$ cat config.mk
export PLATFORM = sky130hd
export DESIGN_NAME = lcd_frame_writer
export DESIGN_NICKNAME = d
export VERILOG_FILES = /design/src/rtl/lcd_frame_writer.sv
export SDC_FILE = /design/constraint.sdc
export NUM_CORES = 1
export LEC_CHECK = 0
export CAP_MARGIN = 10
export CORE_MARGIN = 2
export CORE_UTILIZATION = 48
export CTS_CLUSTER_SIZE = 12
export DETAILED_ROUTE_END_ITERATION = 16
export GPL_TIMING_DRIVEN = 0
export PLACE_DENSITY_LB_ADDON = 0.08
export SYNTH_ARGS = -nofsm -noshare
export SYNTH_HDL_FRONTEND = slang
export SYNTH_SLANG_ARGS = --single-unit
$ cat constraint.sdc
create_clock -name clk_in -period 2.28 [get_ports clk_in]
set_clock_uncertainty 0.15 [all_clocks]
set_input_delay 0.456 -clock clk_in [delete_from_list [all_inputs] [get_ports clk_in]]
set_output_delay 0.456 -clock clk_in [all_outputs]
set_load 0.02 [all_outputs]
$ cat src/rtl/lcd_frame_writer.sv
// lcd_frame_writer: turns the PPU pixel stream into framebuffer writes.
// Tracks column/line position from HBlank/VBlank level changes, writes each
// visible pixel one cycle after it arrives, and flags malformed lines/frames.
module lcd_frame_writer #(
    parameter int H_PIXELS = 160,
    parameter int V_LINES  = 144
) (
    input  logic        clk_in,
    input  logic        rst_in,
    input  logic        lcd_en_in,
    input  logic [1:0]  pixel_in,
    input  logic        pixel_valid_in,
    input  logic        hblank_in,
    input  logic        vblank_in,
    output logic [14:0] fb_addr_out,
    output logic [1:0]  fb_data_out,
    output logic        fb_we_out,
    output logic [7:0]  x_out,
    output logic [7:0]  y_out,
    output logic        frame_done_out,
    output logic        line_err_out,
    output logic        frame_err_out
);

    localparam logic [7:0]  H_MAX  = 8'(H_PIXELS);
    localparam logic [7:0]  V_MAX  = 8'(V_LINES);
    localparam logic [14:0] H_STEP = 15'(H_PIXELS);

    typedef enum logic [1:0] {SYNC, ACTIVE, HBLANK, VBLANK} state_t;

    state_t      state, state_nxt;
    logic [7:0]  x, x_nxt;
    logic [7:0]  y, y_nxt;
    logic [14:0] line_base, line_base_nxt;
    logic [14:0] addr_nxt;
    logic [1:0]  data_nxt;
    logic        we_nxt, done_nxt, line_err_nxt, frame_err_nxt;
    logic        hblank_q, vblank_q;
    logic        hb_rise, hb_fall, vb_rise, vb_fall;

    assign hb_rise = hblank_in & ~hblank_q;
    assign hb_fall = ~hblank_in & hblank_q;
    assign vb_rise = vblank_in & ~vblank_q;
    assign vb_fall = ~vblank_in & vblank_q;

    assign x_out = x;
    assign y_out = y;

    // State register; reset always lands in SYNC so we wait for a clean frame start
    always_ff @(posedge clk_in) begin
        if (rst_in)
            state <= SYNC;
        else
            state <= state_nxt;
    end

    // Counters, blank-edge history, write port and status flags
    always_ff @(posedge clk_in) begin
        if (rst_in) begin
            x              <= '0;
            y              <= '0;
            line_base      <= '0;
            hblank_q       <= 1'b0;
            vblank_q       <= 1'b0;
            fb_addr_out    <= '0;
            fb_data_out    <= '0;
            fb_we_out      <= 1'b0;
            frame_done_out <= 1'b0;
            line_err_out   <= 1'b0;
            frame_err_out  <= 1'b0;
        end else begin
            x              <= x_nxt;
            y              <= y_nxt;
            line_base      <= line_base_nxt;
            hblank_q       <= hblank_in;
            vblank_q       <= vblank_in;
            fb_addr_out    <= addr_nxt;
            fb_data_out    <= data_nxt;
            fb_we_out      <= we_nxt;
            frame_done_out <= done_nxt;
            line_err_out   <= line_err_nxt;
            frame_err_out  <= frame_err_nxt;
        end
    end

    // Next-state logic: pixel write first, then HBlank update, then VBlank check on updated y
    always_comb begin
        state_nxt     = state;
        x_nxt         = x;
        y_nxt         = y;
        line_base_nxt = line_base;
        addr_nxt      = fb_addr_out;
        data_nxt      = fb_data_out;
        we_nxt        = 1'b0;
        done_nxt      = 1'b0;
        line_err_nxt  = line_err_out;
        frame_err_nxt = frame_err_out;

        if (!lcd_en_in) begin
            state_nxt     = SYNC;
            x_nxt         = '0;
            y_nxt         = '0;
            line_base_nxt = '0;
        end else begin
            case (state)
                SYNC: begin
                    if (vb_rise)
                        state_nxt = VBLANK;
                end
                VBLANK: begin
                    if (vb_fall) begin
                        state_nxt     = ACTIVE;
                        x_nxt         = '0;
                        y_nxt         = '0;
                        line_base_nxt = '0;
                    end
                end
                ACTIVE: begin
                    if (pixel_valid_in) begin
                        if ((y == V_MAX) || (x == H_MAX)) begin
                            line_err_nxt = 1'b1;
                        end else begin
                            we_nxt   = 1'b1;
                            addr_nxt = line_base + {7'd0, x};
                            data_nxt = pixel_in;
                            x_nxt    = x + 8'd1;
                        end
                    end
                    if (hb_rise) begin
                        if (x_nxt != H_MAX)
                            line_err_nxt = 1'b1;
                        y_nxt         = y + 8'd1;
                        line_base_nxt = line_base + H_STEP;
                        x_nxt         = '0;
                        state_nxt     = HBLANK;
                    end
                    if (vb_rise) begin
                        if (y_nxt == V_MAX)
                            done_nxt = 1'b1;
                        else
                            frame_err_nxt = 1'b1;
                        state_nxt = VBLANK;
                    end
                end
                HBLANK: begin
                    if (vb_rise) begin
                        if (y == V_MAX)
                            done_nxt = 1'b1;
                        else
                            frame_err_nxt = 1'b1;
                        state_nxt = VBLANK;
                    end else if (hb_fall && !vblank_in) begin
                        state_nxt = ACTIVE;
                    end
                end
                default: state_nxt = SYNC;
            endcase
        end
    end

endmodule

==> summary.txt <==
Run status
  – Status: complete, no violations

Synth
  – Post-Syn Area: 2850 um2
  – Post-Syn Instances: 352
  – Synth Flop Type: dfxtp_1
  – Seq/Total Area, Yosys: 35.9%
  – Ys async rst share: 0%
  – Synth cell types: 60
  – Top cells by count, synth: dfxtp_1 (51), nor2_1 (37), nand2_1 (33), a21oi_1 (22), o21ai_0 (21)
  – Yosys warnings: 0
  – Post-synth top area cell: dfxtp_1
  – Syn_nets: 373
  – Post-synth EDFFs: 0
  – Top post-synthesis cells by area: dfxtp_1 (36%), ha_1 (5.7%), xnor2_1 (5.5%), nor2_1 (4.9%), nand2_1 (4.4%)
  – Post-Syn Area per Cell: 8.09 um2
  – Most frequent cell after synthesis: dfxtp_1
  – #FFs+latches synth: 51
  – Share of the synthesized area in the top cell type: 35.9%

Setup path
  – Worst-path fanout max: 9
  – Worst r2r path cells: 8
  – Cell Chain, Critical Path: inv_1, ha_2, and4_4, buf_6, or3_1, buf_4, or4_1, nand3_1
  – Critical Path AT: 2310 ps
  – Worst flop-to-flop path startpoint: x_out[0]
  – Crit path max-delay family: simple AND/OR/NAND/NOR gates
  – R2r endpoint: fb_addr_out[8]
  – Worst reg2reg setup slack: 70 ps
  – WP buf/inv: 3
  – Worst path max stage delay: 460 ps
  – Critical Path Start Type: register
  – Data required time of the critical path: 2390 ps
  – Slowest CP cell: or4_1
  – CP Capture Type: register
  – WS Path Type: register to register

Job
  – Max Cap Viol: 0

CTS
  – Number of H-tree levels: 2
  – Inserted Clock Buffers: 5
  – Clock Pin Slew Worst Setup and Hold Paths: 100 ps
  – CTS tree: yes
  – Maximum clock insertion buffer count: 2
  – Clk_lat worst skew: 310 ps
  – Hold buffers post-CTS: 0
  – Sink Count: 51
  – Root buf cell: clkbuf_8

STA
  – Period utilization: 96.9%
  – Final setup fails: 0
  – Fin. Hold Viols: 0
  – RSZ-0062 raised after global routing: false
  – Slew headroom: 63.1%
  – FMAX: 0.453 GHz
  – Tmin final: 2210 ps
  – Worst Setup Slack, final: 71.7 ps
  – Worst Max-Slew Pin Slew: 554 ps
  – Final Slew Violations: 0

Drt
  – Detailed Route WL: 7000 um
  – ANT nets after route: 0
  – DR vias: 2,734
  – Wire length per cell: 14.5 um
  – Drt pass-1 iters: 4
  – Vias per cell: 5.66
  – DR DRC count: 0
  – DR iter-0 viols: 145

Placed design
  – Post-DP HPWL: 5080 um
  – Gp weighted congestion: 0.887
  – Place WS: -426 ps
  – Port bufs: 44

Floorplan
  – I/O Pins: 45
  – Core Region: 5820 um2
  – Die Width: 81.0 um
  – Die Y: 81.0 um
  – Die ar.: 6560 um2
  – Initial Utilization: 48.9%
  – Row count: 28

Finish
  – Final net count: 428
  – Reg area: 1040 um2
  – Final Util: 62.3%
  – Diode count: 0
  – Layout area overhead: 27.3%
  – Footprint of the multi-input gates: 1790 um2
  – Final-layout fill cell count: 537
  – Share of layout cells above drive strength 1: 11.5%

Global routing
  – GRT Util Overall: 22.4%
  – Largest net degree at the start of global routing: 17
  – Vias in the first global route: 2,369
  – Antenna violations before repair: 0
  – GR Overflow Total: 0
  – First-pass GRT wire length: 11,500 um

Worst hold path
  – Hold path startpoint: fb_addr_out[3]
  – Worst hold stages: 2
  – Hold EP: fb_addr_out[3]
  – Worst hold path class: register to register

Power and ir drop
  – Leak Pwr: 0.00122 uW
  – Total power: 1750 uW
  – VDD IR max: 0.293 mV
  – Pwr/cell area: 482 nW/um2
## what timing repair did
action                     4_1_cts  5_1_grt
resized for setup                9       19
setup endpoints to repair       35       26
setup buffers                    4        2
gates cloned                     0        0
pin swaps                        1        1
## worst min-delay path: stages (launching register included)
cell and delay [ps]:
dfxtp_1 320, nand2_1 50, a21oi_1 50
## layout make-up
type,instances,area share [%]
Multi-Input combinational cell,272,49.3
Clock inverter,2,0.449
Inverter,15,1.55
Timing Repair Buffer,50,13.4
Buffer,12,1.83
Sequential cell,51,28.6
Clock buffer,6,2.28
Tap cell,75,2.59
## cell usage in the layout, fill, tap and decap left out, drive strengths merged, types with 3 or more instances in the layout
| cell type | Yosys | layout |
|---|---|---|
| a211oi | 8 | 8 |
| a21oi | 22 | 22 |
| a31oi | 9 | 9 |
| and2 | 3 | 3 |
| and3 | 4 | 4 |
| buf | 5 | 11 |
| clkbuf | 9 | 13 |
| clkdlybuf4s50 | 0 | 44 |
| dfxtp | 51 | 51 |
| ha | 13 | 13 |
| inv | 15 | 15 |
| nand2 | 33 | 33 |
| nand2b | 10 | 10 |
| nand3 | 9 | 9 |
| nand3b | 3 | 3 |
| nand4 | 6 | 6 |
| nor2 | 37 | 37 |
| nor2b | 8 | 8 |
| nor3 | 9 | 9 |
| nor3b | 3 | 3 |
| o21a | 3 | 3 |
| o21ai | 24 | 24 |
| or2 | 3 | 3 |
| or3b | 3 | 3 |
| xnor2 | 18 | 18 |
| xor2 | 3 | 3 |
## logic make-up after synthesis
kind of cell | share of synthesized area [%]
xor gates and xnor gates | 6.46
adders and majority gates | 5.71
and+or+nand+nor | 25.1
muxes | 0.703
AOI/OAI and AO/OA | 21.7
buffers and inverters | 4.35
DFF | 35.9
other | 0.132
## layer usage
metal	global-route usage [%]	routed length [um]
met5	0	0
met1	30.9	3350
met3	4.11	271
met2	35.0	3280
met4	8.14	103
## flip-flops by register name, summed over array words and instances (netlist names)
signal and flops:
fb_addr_out 15, vblank_q 1, x_out 8, fb_we_out 1
fb_data_out 2, line_err_out 1, frame_err_out 1, y_out 8
frame_done_out 1, hblank_q 1, state 2, line_base 10
## where the power goes
group | switching (uW) | leakage [uW] | internal (uW)
combinational | 136 | 0.000754 | 106
clock | 322 | 0.0000474 | 248
sequential | 22.0 | 0.000416 | 913
total | 480 | 0.00122 | 1270
## metrics by stage
| stage | instance area (um2) | std cells | setup TNS [ps] | hold slack (ps) |
|---|---|---|---|---|
| after floorplan | 2850 | 352 | 0 | 315 |
| after global routing | 3620 | 483 | 0 | 321 |
| final | 3620 | 483 | 0 | 308 |
| after CTS | 3540 | 482 | 0 | 311 |
| after global placement | 3380 | 471 | -9890 | 292 |
| after detailed placement | 3380 | 471 | -10070 | 298 |
## how the worst max path moves through the flow
stage | cells past startpoint | slack [ps] | endpoint | startpoint
detailed placement | 7 | -430 | y_out[6] | rst_in
CTS | 8 | 0.07 | fb_addr_out[8] | y_out[1]
global placement | 7 | -410 | y_out[2] | rst_in
floorplan | 6 | 30 | frame_done_out | y_out[1]
global route | 8 | 8 | fb_addr_out[8] | x_out[0]
finish | 8 | 70 | fb_addr_out[8] | x_out[0]
(Power assumes the default switching activity.)
